`src/rtl/dmem_pkg.sv`:
```
// Shared definitions for the data-memory controller: funct3 codes, FSM states,
// store strobe patterns and the alignment check.
package dmem_pkg;

  localparam logic [2:0] F3_B  = 3'b000;
  localparam logic [2:0] F3_H  = 3'b001;
  localparam logic [2:0] F3_W  = 3'b010;
  localparam logic [2:0] F3_BU = 3'b100;
  localparam logic [2:0] F3_HU = 3'b101;

  typedef enum logic [1:0] {
    ST_IDLE = 2'd0,
    ST_BUSY = 2'd1,
    ST_DONE = 2'd2
  } state_t;

  localparam logic [3:0] STRB_B = 4'b0001;
  localparam logic [3:0] STRB_H = 4'b0011;
  localparam logic [3:0] STRB_W = 4'b1111;

  // Halfwords need addr[0]=0, words (and undefined codes) need addr[1:0]=0.
  function automatic logic is_misaligned(input logic [2:0] f3, input logic [1:0] lo);
    logic mis;
    case (f3)
      F3_B, F3_BU: mis = 1'b0;
      F3_H, F3_HU: mis = lo[0];
      default:     mis = (lo != 2'b00);
    endcase
    return mis;
  endfunction

endpackage

```
`src/rtl/dmem_if.sv`:
```
// Backing-memory bus between dmem_ctrl (master) and the data RAM/bus (slave).
// Signals: mem_req_o/mem_we_o/mem_addr_o(word)/mem_wdata_o/mem_wstrb_o from the
// master; mem_rdata_i/mem_ack_i (1-cycle completion) from the slave.
interface dmem_if #(
  parameter int unsigned ADDR_W = 32
);
  logic              mem_req_o;
  logic              mem_we_o;
  logic [ADDR_W-3:0] mem_addr_o;
  logic [31:0]       mem_wdata_o;
  logic [3:0]        mem_wstrb_o;
  logic [31:0]       mem_rdata_i;
  logic              mem_ack_i;

  modport master (
    output mem_req_o, mem_we_o, mem_addr_o, mem_wdata_o, mem_wstrb_o,
    input  mem_rdata_i, mem_ack_i
  );

  modport slave (
    input  mem_req_o, mem_we_o, mem_addr_o, mem_wdata_o, mem_wstrb_o,
    output mem_rdata_i, mem_ack_i
  );
endinterface

```
`src/rtl/dmem_lane_align.sv`:
```
// Combinational byte-lane logic: store strobes + lane replication, and load
// byte/half extraction with sign/zero extension.
// Ports: funct3, addr_lo (addr[1:0]), wdata (LSB-aligned store data),
// rword (backing read word) -> strb_c, wdata_c, ldata_c.
module dmem_lane_align
  import dmem_pkg::*;
(
  input  logic [2:0]  funct3,
  input  logic [1:0]  addr_lo,
  input  logic [31:0] wdata,
  input  logic [31:0] rword,
  output logic [3:0]  strb_c,
  output logic [31:0] wdata_c,
  output logic [31:0] ldata_c
);

  logic [7:0]  byte_v;
  logic [15:0] half_v;

  // Shift the addressed lane down to bit 0; halves only use addr[1].
  assign byte_v = 8'(rword >> {addr_lo, 3'b000});
  assign half_v = 16'(rword >> {addr_lo[1], 4'b0000});

  always_comb begin
    strb_c  = STRB_W;
    wdata_c = wdata;
    ldata_c = rword;
    case (funct3)
      F3_B: begin
        strb_c  = STRB_B << addr_lo;
        wdata_c = {4{wdata[7:0]}};
        ldata_c = {{24{byte_v[7]}}, byte_v};
      end
      F3_BU: begin
        strb_c  = STRB_B << addr_lo;
        wdata_c = {4{wdata[7:0]}};
        ldata_c = {24'h0, byte_v};
      end
      F3_H: begin
        strb_c  = STRB_H << addr_lo;
        wdata_c = {2{wdata[15:0]}};
        ldata_c = {{16{half_v[15]}}, half_v};
      end
      F3_HU: begin
        strb_c  = STRB_H << addr_lo;
        wdata_c = {2{wdata[15:0]}};
        ldata_c = {16'h0, half_v};
      end
      default: begin
        strb_c  = STRB_W;
        wdata_c = wdata;
        ldata_c = rword;
      end
    endcase
  end

endmodule

```
`src/rtl/dmem_ctrl.sv`:
```
// MEM-stage data-memory responder: turns held load/store requests into
// multi-cycle backing transfers and stalls the pipeline via busywait_o.
// Ports: clk_i, rst_i (async, active-low); mem_read_i/mem_write_i/addr_i/
// wdata_i/funct3_i request; busywait_o (combinational stall), rdata_o
// (extended load data), misalign_o / err_o pulses; mem (backing bus, master).
// Optional: define DMEM_TIMEOUT_EN to abort a transfer after TIMEOUT_CYC
// cycles without mem_ack_i; otherwise BUSY waits indefinitely and err_o = 0.
module dmem_ctrl
  import dmem_pkg::*;
#(
  parameter int unsigned ADDR_W      = 32,
  parameter int unsigned TIMEOUT_CYC = 64
) (
  input  logic              clk_i,
  input  logic              rst_i,
  input  logic              mem_read_i,
  input  logic              mem_write_i,
  input  logic [ADDR_W-1:0] addr_i,
  input  logic [31:0]       wdata_i,
  input  logic [2:0]        funct3_i,
  output logic              busywait_o,
  output logic [31:0]       rdata_o,
  output logic              misalign_o,
  output logic              err_o,
  dmem_if.master            mem
);

  state_t            state;
  logic              req_q;
  logic              we_q;
  logic              both_q;
  logic [ADDR_W-3:0] addr_q;
  logic [31:0]       wdata_q;
  logic [3:0]        wstrb_q;
  logic [2:0]        f3_q;
  logic [1:0]        lo_q;
  logic              mis_seen;
  logic [ADDR_W-1:0] mis_addr;

  logic              req_c;
  logic              misal_c;
  logic [2:0]        sel_f3_c;
  logic [1:0]        sel_lo_c;
  logic [3:0]        strb_c;
  logic [31:0]       wdata_c;
  logic [31:0]       ldata_c;

  assign req_c   = mem_read_i | mem_write_i;
  assign misal_c = is_misaligned(funct3_i, addr_i[1:0]);

  // Stores are formatted from live inputs in IDLE; loads are extracted from
  // the registered access attributes when the ack arrives.
  assign sel_f3_c = (state == ST_IDLE) ? funct3_i    : f3_q;
  assign sel_lo_c = (state == ST_IDLE) ? addr_i[1:0] : lo_q;

  dmem_lane_align u_lane (
    .funct3  (sel_f3_c),
    .addr_lo (sel_lo_c),
    .wdata   (wdata_i),
    .rword   (mem.mem_rdata_i),
    .strb_c  (strb_c),
    .wdata_c (wdata_c),
    .ldata_c (ldata_c)
  );

  assign busywait_o = ((state == ST_IDLE) && req_c && !misal_c) || (state == ST_BUSY);

  assign mem.mem_req_o   = req_q;
  assign mem.mem_we_o    = we_q;
  assign mem.mem_addr_o  = addr_q;
  assign mem.mem_wdata_o = wdata_q;
  assign mem.mem_wstrb_o = wstrb_q;

`ifdef DMEM_TIMEOUT_EN
  localparam int unsigned CNT_W = $clog2(TIMEOUT_CYC + 1);
  logic [CNT_W-1:0] cnt;
`else
  assign err_o = 1'b0;
`endif

  // FSM, request registers and registered status outputs.
  always_ff @(posedge clk_i or negedge rst_i) begin
    if (!rst_i) begin
      state      <= ST_IDLE;
      req_q      <= 1'b0;
      we_q       <= 1'b0;
      both_q     <= 1'b0;
      addr_q     <= '0;
      wdata_q    <= '0;
      wstrb_q    <= '0;
      f3_q       <= '0;
      lo_q       <= '0;
      mis_seen   <= 1'b0;
      mis_addr   <= '0;
      rdata_o    <= '0;
      misalign_o <= 1'b0;
`ifdef DMEM_TIMEOUT_EN
      err_o      <= 1'b0;
      cnt        <= '0;
`endif
    end else begin
      misalign_o <= 1'b0;
`ifdef DMEM_TIMEOUT_EN
      err_o      <= 1'b0;
`endif
      case (state)
        ST_IDLE: begin
          if (req_c) begin
            if (misal_c) begin
              // One pulse per instruction: re-arm only on a new address or request drop.
              if (!mis_seen || (addr_i != mis_addr)) begin
                misalign_o <= 1'b1;
                rdata_o    <= '0;
              end
              mis_seen <= 1'b1;
              mis_addr <= addr_i;
            end else begin
              req_q    <= 1'b1;
              we_q     <= mem_write_i;
              both_q   <= mem_read_i & mem_write_i;
              addr_q   <= addr_i[ADDR_W-1:2];
              wdata_q  <= wdata_c;
              wstrb_q  <= mem_write_i ? strb_c : 4'b0000;
              f3_q     <= funct3_i;
              lo_q     <= addr_i[1:0];
              mis_seen <= 1'b0;
`ifdef DMEM_TIMEOUT_EN
              cnt      <= '0;
`endif
              state    <= ST_BUSY;
            end
          end else begin
            mis_seen <= 1'b0;
          end
        end
        ST_BUSY: begin
          if (mem.mem_ack_i) begin
            req_q <= 1'b0;
            if (!we_q) begin
              rdata_o <= ldata_c;
            end else if (both_q) begin
              rdata_o <= '0;
            end
            state <= ST_DONE;
          end
`ifdef DMEM_TIMEOUT_EN
          else if (cnt == CNT_W'(TIMEOUT_CYC - 1)) begin
            req_q   <= 1'b0;
            err_o   <= 1'b1;
            rdata_o <= '0;
            state   <= ST_DONE;
          end else begin
            cnt <= cnt + CNT_W'(1);
          end
`endif
        end
        ST_DONE: begin
          state <= ST_IDLE;
        end
        default: begin
          state <= ST_IDLE;
        end
      endcase
    end
  end

endmodule

```
`src/flat_wrapper.sv`:
```
// flat-port wrapper written by rule: the top's interface ports become plain ports
module dmem_ctrl_flat import dmem_pkg::*;
#(
  parameter int unsigned ADDR_W      = 32,
  parameter int unsigned TIMEOUT_CYC = 64
)
  (clk_i, rst_i, mem_read_i, mem_write_i, addr_i, wdata_i, funct3_i, busywait_o, rdata_o, misalign_o, err_o, mem_mem_req_o, mem_mem_we_o, mem_mem_addr_o, mem_mem_wdata_o, mem_mem_wstrb_o, mem_mem_rdata_i, mem_mem_ack_i);
  dmem_if #(.ADDR_W(ADDR_W)) mem_i ();
  input  logic clk_i;
  input  logic rst_i;
  input  logic mem_read_i;
  input  logic mem_write_i;
  input  logic [ADDR_W-1:0] addr_i;
  input  logic [31:0] wdata_i;
  input  logic [2:0] funct3_i;
  output logic busywait_o;
  output logic [31:0] rdata_o;
  output logic misalign_o;
  output logic err_o;
  output wire logic [$bits(mem_i.mem_req_o)-1:0] mem_mem_req_o;
  output wire logic [$bits(mem_i.mem_we_o)-1:0] mem_mem_we_o;
  output wire logic [$bits(mem_i.mem_addr_o)-1:0] mem_mem_addr_o;
  output wire logic [$bits(mem_i.mem_wdata_o)-1:0] mem_mem_wdata_o;
  output wire logic [$bits(mem_i.mem_wstrb_o)-1:0] mem_mem_wstrb_o;
  input wire logic [$bits(mem_i.mem_rdata_i)-1:0] mem_mem_rdata_i;
  input wire logic [$bits(mem_i.mem_ack_i)-1:0] mem_mem_ack_i;
  assign mem_mem_req_o = mem_i.mem_req_o;
  assign mem_mem_we_o = mem_i.mem_we_o;
  assign mem_mem_addr_o = mem_i.mem_addr_o;
  assign mem_mem_wdata_o = mem_i.mem_wdata_o;
  assign mem_mem_wstrb_o = mem_i.mem_wstrb_o;
  assign mem_i.mem_rdata_i = mem_mem_rdata_i;
  assign mem_i.mem_ack_i = mem_mem_ack_i;
  dmem_ctrl #(.ADDR_W(ADDR_W), .TIMEOUT_CYC(TIMEOUT_CYC)) u_core (.clk_i(clk_i), .rst_i(rst_i), .mem_read_i(mem_read_i), .mem_write_i(mem_write_i), .addr_i(addr_i), .wdata_i(wdata_i), .funct3_i(funct3_i), .busywait_o(busywait_o), .rdata_o(rdata_o), .misalign_o(misalign_o), .err_o(err_o), .mem(mem_i));
endmodule
```
`config.mk`:
```
export PLATFORM = sky130hd
export DESIGN_NAME = dmem_ctrl_flat
export DESIGN_NICKNAME = d
export VERILOG_FILES = /design/src/rtl/dmem_pkg.sv /design/src/rtl/dmem_if.sv /design/src/rtl/dmem_lane_align.sv /design/src/rtl/dmem_ctrl.sv /design/src/flat_wrapper.sv
export SDC_FILE = /design/constraint.sdc
export NUM_CORES = 1
export LEC_CHECK = 0
export BUFFER_PORTS_ARGS = -buffer_cell sky130_fd_sc_hd__buf_2
export CAP_MARGIN = 10
export CORE_MARGIN = 2
export CORE_UTILIZATION = 53
export CTS_BUF_LIST = sky130_fd_sc_hd__clkbuf_4 sky130_fd_sc_hd__clkbuf_8
export DETAILED_ROUTE_END_ITERATION = 12
export PLACE_DENSITY = 0.82
export SETUP_SLACK_MARGIN = 0.05
export SLEW_MARGIN = 20
export SYNTH_ARGS = -nofsm -noshare
export SYNTH_HDL_FRONTEND = slang
export SYNTH_SLANG_ARGS = --single-unit
```
`constraint.sdc`:
```
create_clock -name clk_i -period 3.3 [get_ports clk_i]
set_clock_uncertainty 0.1 [all_clocks]
set_input_delay 0 -clock clk_i [delete_from_list [all_inputs] [get_ports clk_i]]
set_output_delay 0 -clock clk_i [all_outputs]
set_load 0.03 [all_outputs]
```
==> results of run 1 <==
## worst min path at each step
stage	startpoint	endpoint	slack (ns)	depth (start not counted)
5_1_grt	mem_mem_rdata_i[24]	u_core.rdata_o[24]	0.03	4
6_report	mem_mem_rdata_i[24]	u_core.rdata_o[24]	0.03	4
4_1_cts	mem_mem_rdata_i[24]	u_core.rdata_o[24]	0.03	4
2_1_floorplan	rst_i	u_core.both_q	-0.40	0
3_3_place_gp	rst_i	u_core.rdata_o[29]	0.003	1
3_5_place_dp	rst_i	u_core.rdata_o[29]	0.01	1
## layout make-up
class                           count  area [sq um]
Fill cell                         833          3107
Clock buffer                       18         247.7
Sequential cell                   142          3553
Multi-Input combinational cell    386          3037
Inverter                            9         33.78
Clock inverter                     11         143.9
Tap cell                          172         215.2
Antenna cell                        1         2.502
Timing Repair Buffer              325          2228
## logic make-up after synthesis
| family | share of synthesized area, % |
|---|---|
| flip-flops | 52.25 |
| AO/OA/AOI/OAI | 13.03 |
| multiplexers | 21.40 |
| AND/OR/NAND/NOR | 6.845 |
| buffers and inverters | 3.459 |
| XOR/XNOR | 2.962 |
| other | 0.05514 |
## cells in the final DEF, fill, tap and decap left out, types with 2 or more instances in the layout
cell,n
sky130_fd_sc_hd__o21ai_0,63
sky130_fd_sc_hd__nand2_1,44
sky130_fd_sc_hd__mux2i_1,18
sky130_fd_sc_hd__dlygate4sd3_1,113
sky130_fd_sc_hd__inv_1,9
sky130_fd_sc_hd__nand3_1,6
sky130_fd_sc_hd__dfrtp_1,142
sky130_fd_sc_hd__buf_2,204
sky130_fd_sc_hd__xor2_1,3
sky130_fd_sc_hd__clkinv_2,4
sky130_fd_sc_hd__clkbuf_8,18
sky130_fd_sc_hd__nand4_1,5
sky130_fd_sc_hd__bufinv_16,3
sky130_fd_sc_hd__nor2b_1,3
sky130_fd_sc_hd__nor3_1,2
sky130_fd_sc_hd__xnor2_1,20
sky130_fd_sc_hd__nor2_1,5
sky130_fd_sc_hd__and2_1,3
sky130_fd_sc_hd__nor4_1,3
sky130_fd_sc_hd__nand2b_1,11
sky130_fd_sc_hd__mux2_2,99
sky130_fd_sc_hd__clkinv_4,2
sky130_fd_sc_hd__a222oi_1,8
sky130_fd_sc_hd__a31oi_1,2
sky130_fd_sc_hd__o22ai_1,8
sky130_fd_sc_hd__mux2_1,11
sky130_fd_sc_hd__nand2_4,2
sky130_fd_sc_hd__o2111ai_1,2
sky130_fd_sc_hd__buf_4,6
sky130_fd_sc_hd__a21oi_1,36
sky130_fd_sc_hd__a22oi_1,6
## where the power goes
part           total (mW)  internal (mW)  leakage, nW  switching, mW
logic                3.62           1.37         2.53           2.25
registers            2.85           2.42         1.75          0.428
clock network        1.42          0.753        0.200          0.669
total                7.90           4.54         4.48           3.35
## worst reg2reg max path: cells and delay by family, from the launching register on
family,cells,cell delay (ns)
buffers and inverters,2,0.84
muxes,2,0.63
AOI/OAI and AO/OA,3,0.53
DFF,1,0.51
and+or+nand+nor,1,0.41
## flip-flops by register name, indices dropped and copies added, names as in the netlist
signal,cells
u_core.lo_q,2
u_core.mem.mem_wdata_o,32
u_core.mem.mem_req_o,1
u_core.mem.mem_addr_o,30
u_core.mis_seen,1
u_core.f3_q,3
u_core.state,2
u_core.mis_addr,32
u_core.misalign_o,1
u_core.both_q,1
u_core.mem.mem_wstrb_o,4
u_core.rdata_o,32
u_core.mem.mem_we_o,1
## through the flow
stage	util [%]	setup WS [ns]
finish	75.28	0.1777
global route	75.28	0.1100
global placement	63.06	0.6429
detailed placement	63.06	0.4595
floorplan	-	0.9407
CTS	75.17	0.1925
## layer usage
| layer | vias to the layer above | GRT usage, % |
|---|---|---|
| met1 | 2843 | 34.88 |
| met5 | - | 0 |
| li1 | 2694 | - |
| met3 | 73 | 7.621 |
| met4 | 0 | 14.51 |
| met2 | 287 | 48.85 |
## what timing repair did
item | in CTS | in global routing
hold endpoints to repair | 224 | 0
hold buffers | 113 | 0
endpoints found under the setup margin | 0 | 5
gates resized for setup | 0 | 2
==> impl_metrics.prom, run 1 <==
# TYPE chip_impl_metric gauge
chip_impl_metric{name="total_leakage_power",unit="nW"} 4.484
chip_impl_metric{name="remaining_drc_errors",unit=""} 0
chip_impl_metric{name="h_tree_depth",unit=""} 4
chip_impl_metric{name="r2r_slack",unit="ns"} 0.18
chip_impl_info{name="cp_slowest_cell",value="sky130_fd_sc_hd__dlygate4sd3_1"} 1
chip_impl_metric{name="yosysUniqueCellTypes",unit=""} 54
chip_impl_info{name="dominantRegCellSynth",value="sky130_fd_sc_hd__dfrtp_1"} 1
chip_impl_metric{name="synth_top_area_share",unit="%"} 52.25
chip_impl_metric{name="dieArea",unit="sq um"} 13750
chip_impl_metric{name="wl_met1",unit="microns"} 7852
chip_impl_metric{name="layoutNonFillerInstCount",unit=""} 1064
chip_impl_metric{name="placement_cell_area",unit="sq um"} 7925
chip_impl_metric{name="postSynthCellCount",unit=""} 572
chip_impl_metric{name="track_usage",unit="%"} 29.15
chip_impl_metric{name="timing.max_slew.rel_slack",unit="%"} 28.11
chip_impl_info{name="grt_setup_unrepaired",value="no"} 1
chip_impl_metric{name="cts_inserted_buffers",unit=""} 17
chip_impl_metric{name="layout.cell_area.non_filler",unit="sq um"} 9462
chip_impl_metric{name="worst-endpoint-arrival",unit="ns"} 3.36
chip_impl_info{name="crit-reg2reg-capture",value="u_core.rdata_o[3]"} 1
chip_impl_info{name="timing.critical_path.to",value="u_core.rdata_o[3]"} 1
chip_impl_metric{name="avgSynthCellArea",unit="sq um"} 11.89
chip_impl_metric{name="worst-r2r-cell-count",unit=""} 8
chip_impl_metric{name="drt_iter0_markers",unit=""} 415
chip_impl_info{name="timing.critical_path.mode_cell",value="sky130_fd_sc_hd__mux2_2"} 1
chip_impl_info{name="critPathCaptureType",value="register"} 1
chip_impl_metric{name="timing.final.hold_violations",unit=""} 0
chip_impl_metric{name="grt_start_max_net_pins",unit=""} 102
chip_impl_metric{name="post_drt_wl_per_cell",unit="microns"} 18.50
chip_impl_metric{name="final.setup.tns",unit="ns"} 0
chip_impl_metric{name="min_period",unit="ns"} 3.122
chip_impl_metric{name="fp.dieH",unit="microns"} 117.3
chip_impl_info{name="category_of_the_critical_setup_timing_path",value="reg -> reg"} 1
chip_impl_metric{name="max_cap_viol_count",unit=""} 0
chip_impl_info{name="cts_root_buf",value="sky130_fd_sc_hd__clkbuf_8"} 1
chip_impl_info{name="critPathLaunch",value="u_core.state[1]"} 1
chip_impl_metric{name="mappedNetlistNets",unit=""} 676
chip_impl_metric{name="floorplan.initialDensity",unit="%"} 54.11
chip_impl_info{name="topRoutingLayerUsed",value="met4"} 1
chip_impl_info{name="critical_path.top_delay_family",value="buffers and inverters"} 1
chip_impl_info{name="worstHoldPathType",value="in -> reg"} 1
chip_impl_metric{name="whs",unit="ns"} 0.03160
chip_impl_metric{name="setup_viol",unit=""} 0
chip_impl_metric{name="irDropWorstVdd",unit="mV"} 0.5389
chip_impl_metric{name="vias_in_the_first_global_route",unit=""} 6028
chip_impl_metric{name="vias",unit=""} 5897
chip_impl_metric{name="rows",unit=""} 41
chip_impl_metric{name="fin_crit_sh",unit="%"} 94.62
chip_impl_metric{name="place.port_buffers",unit=""} 205
chip_impl_metric{name="ctsLongestPathBuffers",unit=""} 2
chip_impl_metric{name="cp_num_buf_inv",unit=""} 2
chip_impl_metric{name="worst_max_slew_pin_slew",unit="ns"} 1.078
chip_impl_metric{name="synth-async-reset-ratio",unit="%"} 100.0
chip_impl_metric{name="worst_skew_pair.late_latency",unit="ns"} 0.46
chip_impl_metric{name="worstPathMaxFanout",unit=""} 11
chip_impl_metric{name="design.core.area",unit="sq um"} 12570
chip_impl_info{name="status",value="completed"} 1
chip_impl_metric{name="dpl.hpwl",unit="microns"} 12350
chip_impl_metric{name="cts_num_sinks",unit=""} 142
chip_impl_metric{name="ios",unit=""} 207
chip_impl_metric{name="yosysSeqAreaShare",unit="%"} 52.25
chip_impl_metric{name="chipWidth",unit="microns"} 117.3
chip_impl_metric{name="route.antenna.remaining_nets",unit=""} 0
chip_impl_metric{name="synth.ff_latch_count",unit=""} 142
chip_impl_metric{name="grt_pass1_wl",unit="microns"} 30330
chip_impl_metric{name="overflow",unit=""} 0
chip_impl_info{name="yosysTopAreaCell",value="sky130_fd_sc_hd__dfrtp_1"} 1
chip_impl_metric{name="layout-area-overhead-vs-synth",unit="%"} 39.14
chip_impl_metric{name="synth-warning-count",unit=""} 0
chip_impl_info{name="start_kind",value="register"} 1
chip_impl_metric{name="final_nets",unit=""} 985
chip_impl_info{name="critical_path.reg2reg.startpoint",value="u_core.state[1]"} 1
chip_impl_metric{name="max_freq",unit="MHz"} 320.3
chip_impl_metric{name="layout-drive-gt1-share",unit="%"} 40.07
chip_impl_info{name="cp_cell_sequence",value="or2_1, a31oi_1, buf_4, mux2_2, o22ai_1, a21oi_1, dlygate4sd3_1, mux2_2"} 1
chip_impl_metric{name="cellPowerDensity",unit="nW/um^2"} 834.5
chip_impl_metric{name="finalWirelength",unit="microns"} 19690
chip_impl_metric{name="critical_path_required",unit="ns"} 3.54
chip_impl_metric{name="met3RoutedLength",unit="microns"} 1193
chip_impl_metric{name="synth_edf_count",unit=""} 0
chip_impl_metric{name="post-layout-total-power",unit="mW"} 7.896
chip_impl_metric{name="clk_pin_slew_worst_paths",unit="ns"} 0.07
chip_impl_metric{name="mappedNetlistArea",unit="sq um"} 6800
chip_impl_metric{name="post-place-cells",unit=""} 921
chip_impl_metric{name="dr_wl_met2",unit="microns"} 9891
chip_impl_info{name="synth_top_area_cells",value="sky130_fd_sc_hd__dfrtp_1 (52%), sky130_fd_sc_hd__mux2_2 (16%), sky130_fd_sc_hd__o21ai_0 (4.6%)"} 1
chip_impl_info{name="most_numerous_cell_in_the_yosys_netlist",value="sky130_fd_sc_hd__dfrtp_1"} 1
chip_impl_info{name="post_synth_most_frequent_cells",value="sky130_fd_sc_hd__dfrtp_1 (142), sky130_fd_sc_hd__mux2_2 (99), sky130_fd_sc_hd__o21ai_0 (63)"} 1
chip_impl_metric{name="antenna_found_initial",unit=""} 1
chip_impl_metric{name="timing_max_transition_violations_final",unit=""} 0
chip_impl_metric{name="post_cts_buffers",unit=""} 0
chip_impl_info{name="cts_tree",value="done"} 1
chip_impl_metric{name="cp.depth",unit=""} 8
chip_impl_metric{name="gpl.final_weighted_congestion",unit=""} 0.8778
chip_impl_metric{name="drt_pass1_iterations",unit=""} 6
chip_impl_metric{name="drt-vias-per-instance",unit=""} 5.542
chip_impl_metric{name="biggest_cell_delay_along_the_critical_path",unit="ns"} 0.61
(Power assumes the default switching activity.)
==> run 2: changes to the inputs <==
- HOLD_SLACK_MARGIN: not set -> 0.1
==> run 2 against run 1 <==
Compared with the run above: clock power about the same; routed wire length increased by 1.4%; first-iteration DRC count increased by 14%; final cell count rose by 0.28%; clock-buffer cell count stayed put; largest power group unchanged.
==> impl_metrics.prom, run 2 (same netlist as run 1, synthesis figures left out) <==
# TYPE chip_impl_metric gauge
chip_impl_metric{name="post_drt_wl_per_cell",unit="microns"} 18.71
chip_impl_info{name="worstHoldPathType",value="in -> reg"} 1
chip_impl_metric{name="drt_iter0_markers",unit=""} 474
chip_impl_metric{name="critical_path_required",unit="ns"} 3.54
chip_impl_metric{name="ios",unit=""} 207
chip_impl_metric{name="total_leakage_power",unit="nW"} 4.499
chip_impl_metric{name="final.setup.tns",unit="ns"} 0
chip_impl_info{name="cts_root_buf",value="sky130_fd_sc_hd__clkbuf_8"} 1
chip_impl_metric{name="floorplan.initialDensity",unit="%"} 54.11
chip_impl_info{name="layout.cells.most_common_list",value="sky130_fd_sc_hd__buf_2 (204), sky130_fd_sc_hd__dfrtp_1 (142), sky130_fd_sc_hd__dlygate4sd3_1 (116), sky130_fd_sc_hd__mux2_2 (98), sky130_fd_sc_hd__o21ai_0 (63)"} 1
chip_impl_info{name="critical_path.top_delay_family",value="buffers and inverters"} 1
chip_impl_metric{name="final_nets",unit=""} 988
chip_impl_metric{name="remaining_drc_errors",unit=""} 0
chip_impl_metric{name="irDropWorstVdd",unit="mV"} 0.5391
chip_impl_metric{name="worst_skew_pair.late_latency",unit="ns"} 0.46
chip_impl_metric{name="fin_crit_sh",unit="%"} 94.64
chip_impl_info{name="start_kind",value="register"} 1
chip_impl_metric{name="worst_max_slew_pin_slew",unit="ns"} 1.072
chip_impl_metric{name="dpl.hpwl",unit="microns"} 12350
chip_impl_info{name="status",value="completed"} 1
chip_impl_info{name="grt_setup_unrepaired",value="no"} 1
chip_impl_info{name="critPathCaptureType",value="register"} 1
chip_impl_metric{name="track_usage",unit="%"} 29.45
chip_impl_metric{name="chipWidth",unit="microns"} 117.3
chip_impl_metric{name="max_cap_viol_count",unit=""} 0
chip_impl_metric{name="whs",unit="ns"} 0.2010
chip_impl_metric{name="finalWirelength",unit="microns"} 19970
chip_impl_metric{name="cellPowerDensity",unit="nW/um^2"} 832.5
chip_impl_metric{name="relative_contribution_of_sequential_cells_to_total_power",unit="%"} 36.1
chip_impl_metric{name="fp.dieH",unit="microns"} 117.3
chip_impl_metric{name="overflow",unit=""} 0
chip_impl_metric{name="rows",unit=""} 41
chip_impl_metric{name="drt-vias-per-instance",unit=""} 5.544
chip_impl_metric{name="vias_in_the_first_global_route",unit=""} 6110
chip_impl_metric{name="worstPathMaxFanout",unit=""} 11
chip_impl_metric{name="timing.max_slew.rel_slack",unit="%"} 28.51
chip_impl_metric{name="drt_pass1_iterations",unit=""} 6
chip_impl_metric{name="post-layout-total-power",unit="mW"} 7.899
chip_impl_metric{name="antenna_found_initial",unit=""} 1
chip_impl_metric{name="sw_frac_of_total",unit="%"} 42.44
chip_impl_info{name="cp_cell_sequence",value="or2_1, a31oi_1, buf_4, mux2_2, o22ai_1, a21oi_1, dlygate4sd3_1, mux2_2"} 1
chip_impl_metric{name="ctsLongestPathBuffers",unit=""} 2
chip_impl_info{name="category_of_the_critical_setup_timing_path",value="reg -> reg"} 1
chip_impl_metric{name="biggest_cell_delay_along_the_critical_path",unit="ns"} 0.61
chip_impl_metric{name="num-fill-cells",unit=""} 844
chip_impl_metric{name="layout-area-overhead-vs-synth",unit="%"} 39.52
chip_impl_metric{name="post_cts_buffers",unit=""} 0
chip_impl_metric{name="layout.cell_area.non_filler",unit="sq um"} 9488
chip_impl_metric{name="grt_start_max_net_pins",unit=""} 102
chip_impl_metric{name="p_comb_share",unit="%"} 46.0
chip_impl_metric{name="place.port_buffers",unit=""} 205
chip_impl_metric{name="clkPwrFrac",unit="%"} 17.9
chip_impl_metric{name="switching_power",unit="mW"} 3.353
chip_impl_metric{name="worst-endpoint-arrival",unit="ns"} 3.36
chip_impl_metric{name="layout-drive-gt1-share",unit="%"} 39.93
chip_impl_metric{name="int_power",unit="mW"} 4.546
chip_impl_metric{name="h_tree_depth",unit=""} 4
chip_impl_metric{name="grt_pass1_wl",unit="microns"} 30680
chip_impl_metric{name="setup_viol",unit=""} 0
chip_impl_metric{name="utilization",unit="%"} 75.49
chip_impl_info{name="timing.critical_path.mode_cell",value="sky130_fd_sc_hd__mux2_2"} 1
chip_impl_metric{name="gpl.final_weighted_congestion",unit=""} 0.8778
chip_impl_metric{name="design.core.area",unit="sq um"} 12570
chip_impl_metric{name="cts_inserted_buffers",unit=""} 17
chip_impl_info{name="mostFrequentLayoutCell",value="sky130_fd_sc_hd__buf_2"} 1
chip_impl_info{name="cp_slowest_cell",value="sky130_fd_sc_hd__dlygate4sd3_1"} 1
chip_impl_metric{name="timing_max_transition_violations_final",unit=""} 0
chip_impl_metric{name="cp_num_buf_inv",unit=""} 2
chip_impl_metric{name="clk_pin_slew_worst_paths",unit="ns"} 0.08
chip_impl_metric{name="max_freq",unit="MHz"} 320.2
chip_impl_metric{name="cts_num_sinks",unit=""} 142
chip_impl_metric{name="route.antenna.remaining_nets",unit=""} 0
chip_impl_metric{name="timing.final.hold_violations",unit=""} 0
chip_impl_metric{name="dieArea",unit="sq um"} 13750
chip_impl_metric{name="placement_cell_area",unit="sq um"} 7925
chip_impl_metric{name="vias",unit=""} 5915
chip_impl_metric{name="min_period",unit="ns"} 3.123
chip_impl_info{name="cts_tree",value="done"} 1
[run 2: timing repair]
item,in CTS,in global routing
setup endpoints to repair,0,6
resized for setup,0,2
endpoints found under the hold margin,283,0
hold buffers,116,0
[run 2: layout make-up]
type	count	area (sq um)	area share, %
Multi-Input combinational cell	386	3033	31.97
Timing Repair Buffer	328	2258	23.80
Tap cell	172	215.2	2.268
Sequential cell	142	3553	37.45
Inverter	9	33.78	0.3561
Clock buffer	18	247.7	2.611
Clock inverter	11	143.9	1.517
Antenna cell	1	2.502	0.02637
[run 2: stage by stage]
step | setup WS [ns] | cells
2_1_floorplan | 0.9407 | 572
3_3_place_gp | 0.6429 | 921
3_5_place_dp | 0.4595 | 921
4_1_cts | 0.1925 | 1066
5_1_grt | 0.1116 | 1067
6_report | 0.1769 | 1067
[run 2: worst min-delay path: cells and delay by family]
family | cells | cell delay [ns]
compound gates | 1 | 0.07
buf+inv | 2 | 0.63
[run 2: final timing paths]
check,startpoint,to,slack (ns),cells past startpoint
max,u_core.state[1],u_core.rdata_o[3],0.18,8
min,mem_mem_ack_i,u_core.state[0],0.20,3
max reg2reg,u_core.state[1],u_core.rdata_o[3],0.18,8
min reg2reg,u_core.mem.mem_addr_o[7],u_core.mem.mem_addr_o[7],0.38,2
max in group asynchronous,rst_i,u_core.rdata_o[2],1.27,4
min in group asynchronous,rst_i,u_core.rdata_o[14],0.64,3
[run 2: power by group through the flow]
stage | combinational, mW | sequential [mW] | clock, mW
6_report | 3.63 | 2.85 | 1.41
5_1_grt | 3.88 | 2.93 | 1.51
4_1_cts | 3.58 | 2.83 | 1.43
3_5_place_dp | 3.43 | 2.86 | 0
3_3_place_gp | 3.35 | 2.80 | 0
2_1_floorplan | 1.50 | 3.78 | 0
[run 2: per-layer routing]
| layer | share of wire [%] | track usage, % |
|---|---|---|
| met5 | 0 | 0 |
| met2 | 51 | 49.69 |
| met4 | 3.7 | 14.51 |
| met1 | 39 | 35.61 |
| met3 | 6.3 | 6.797 |
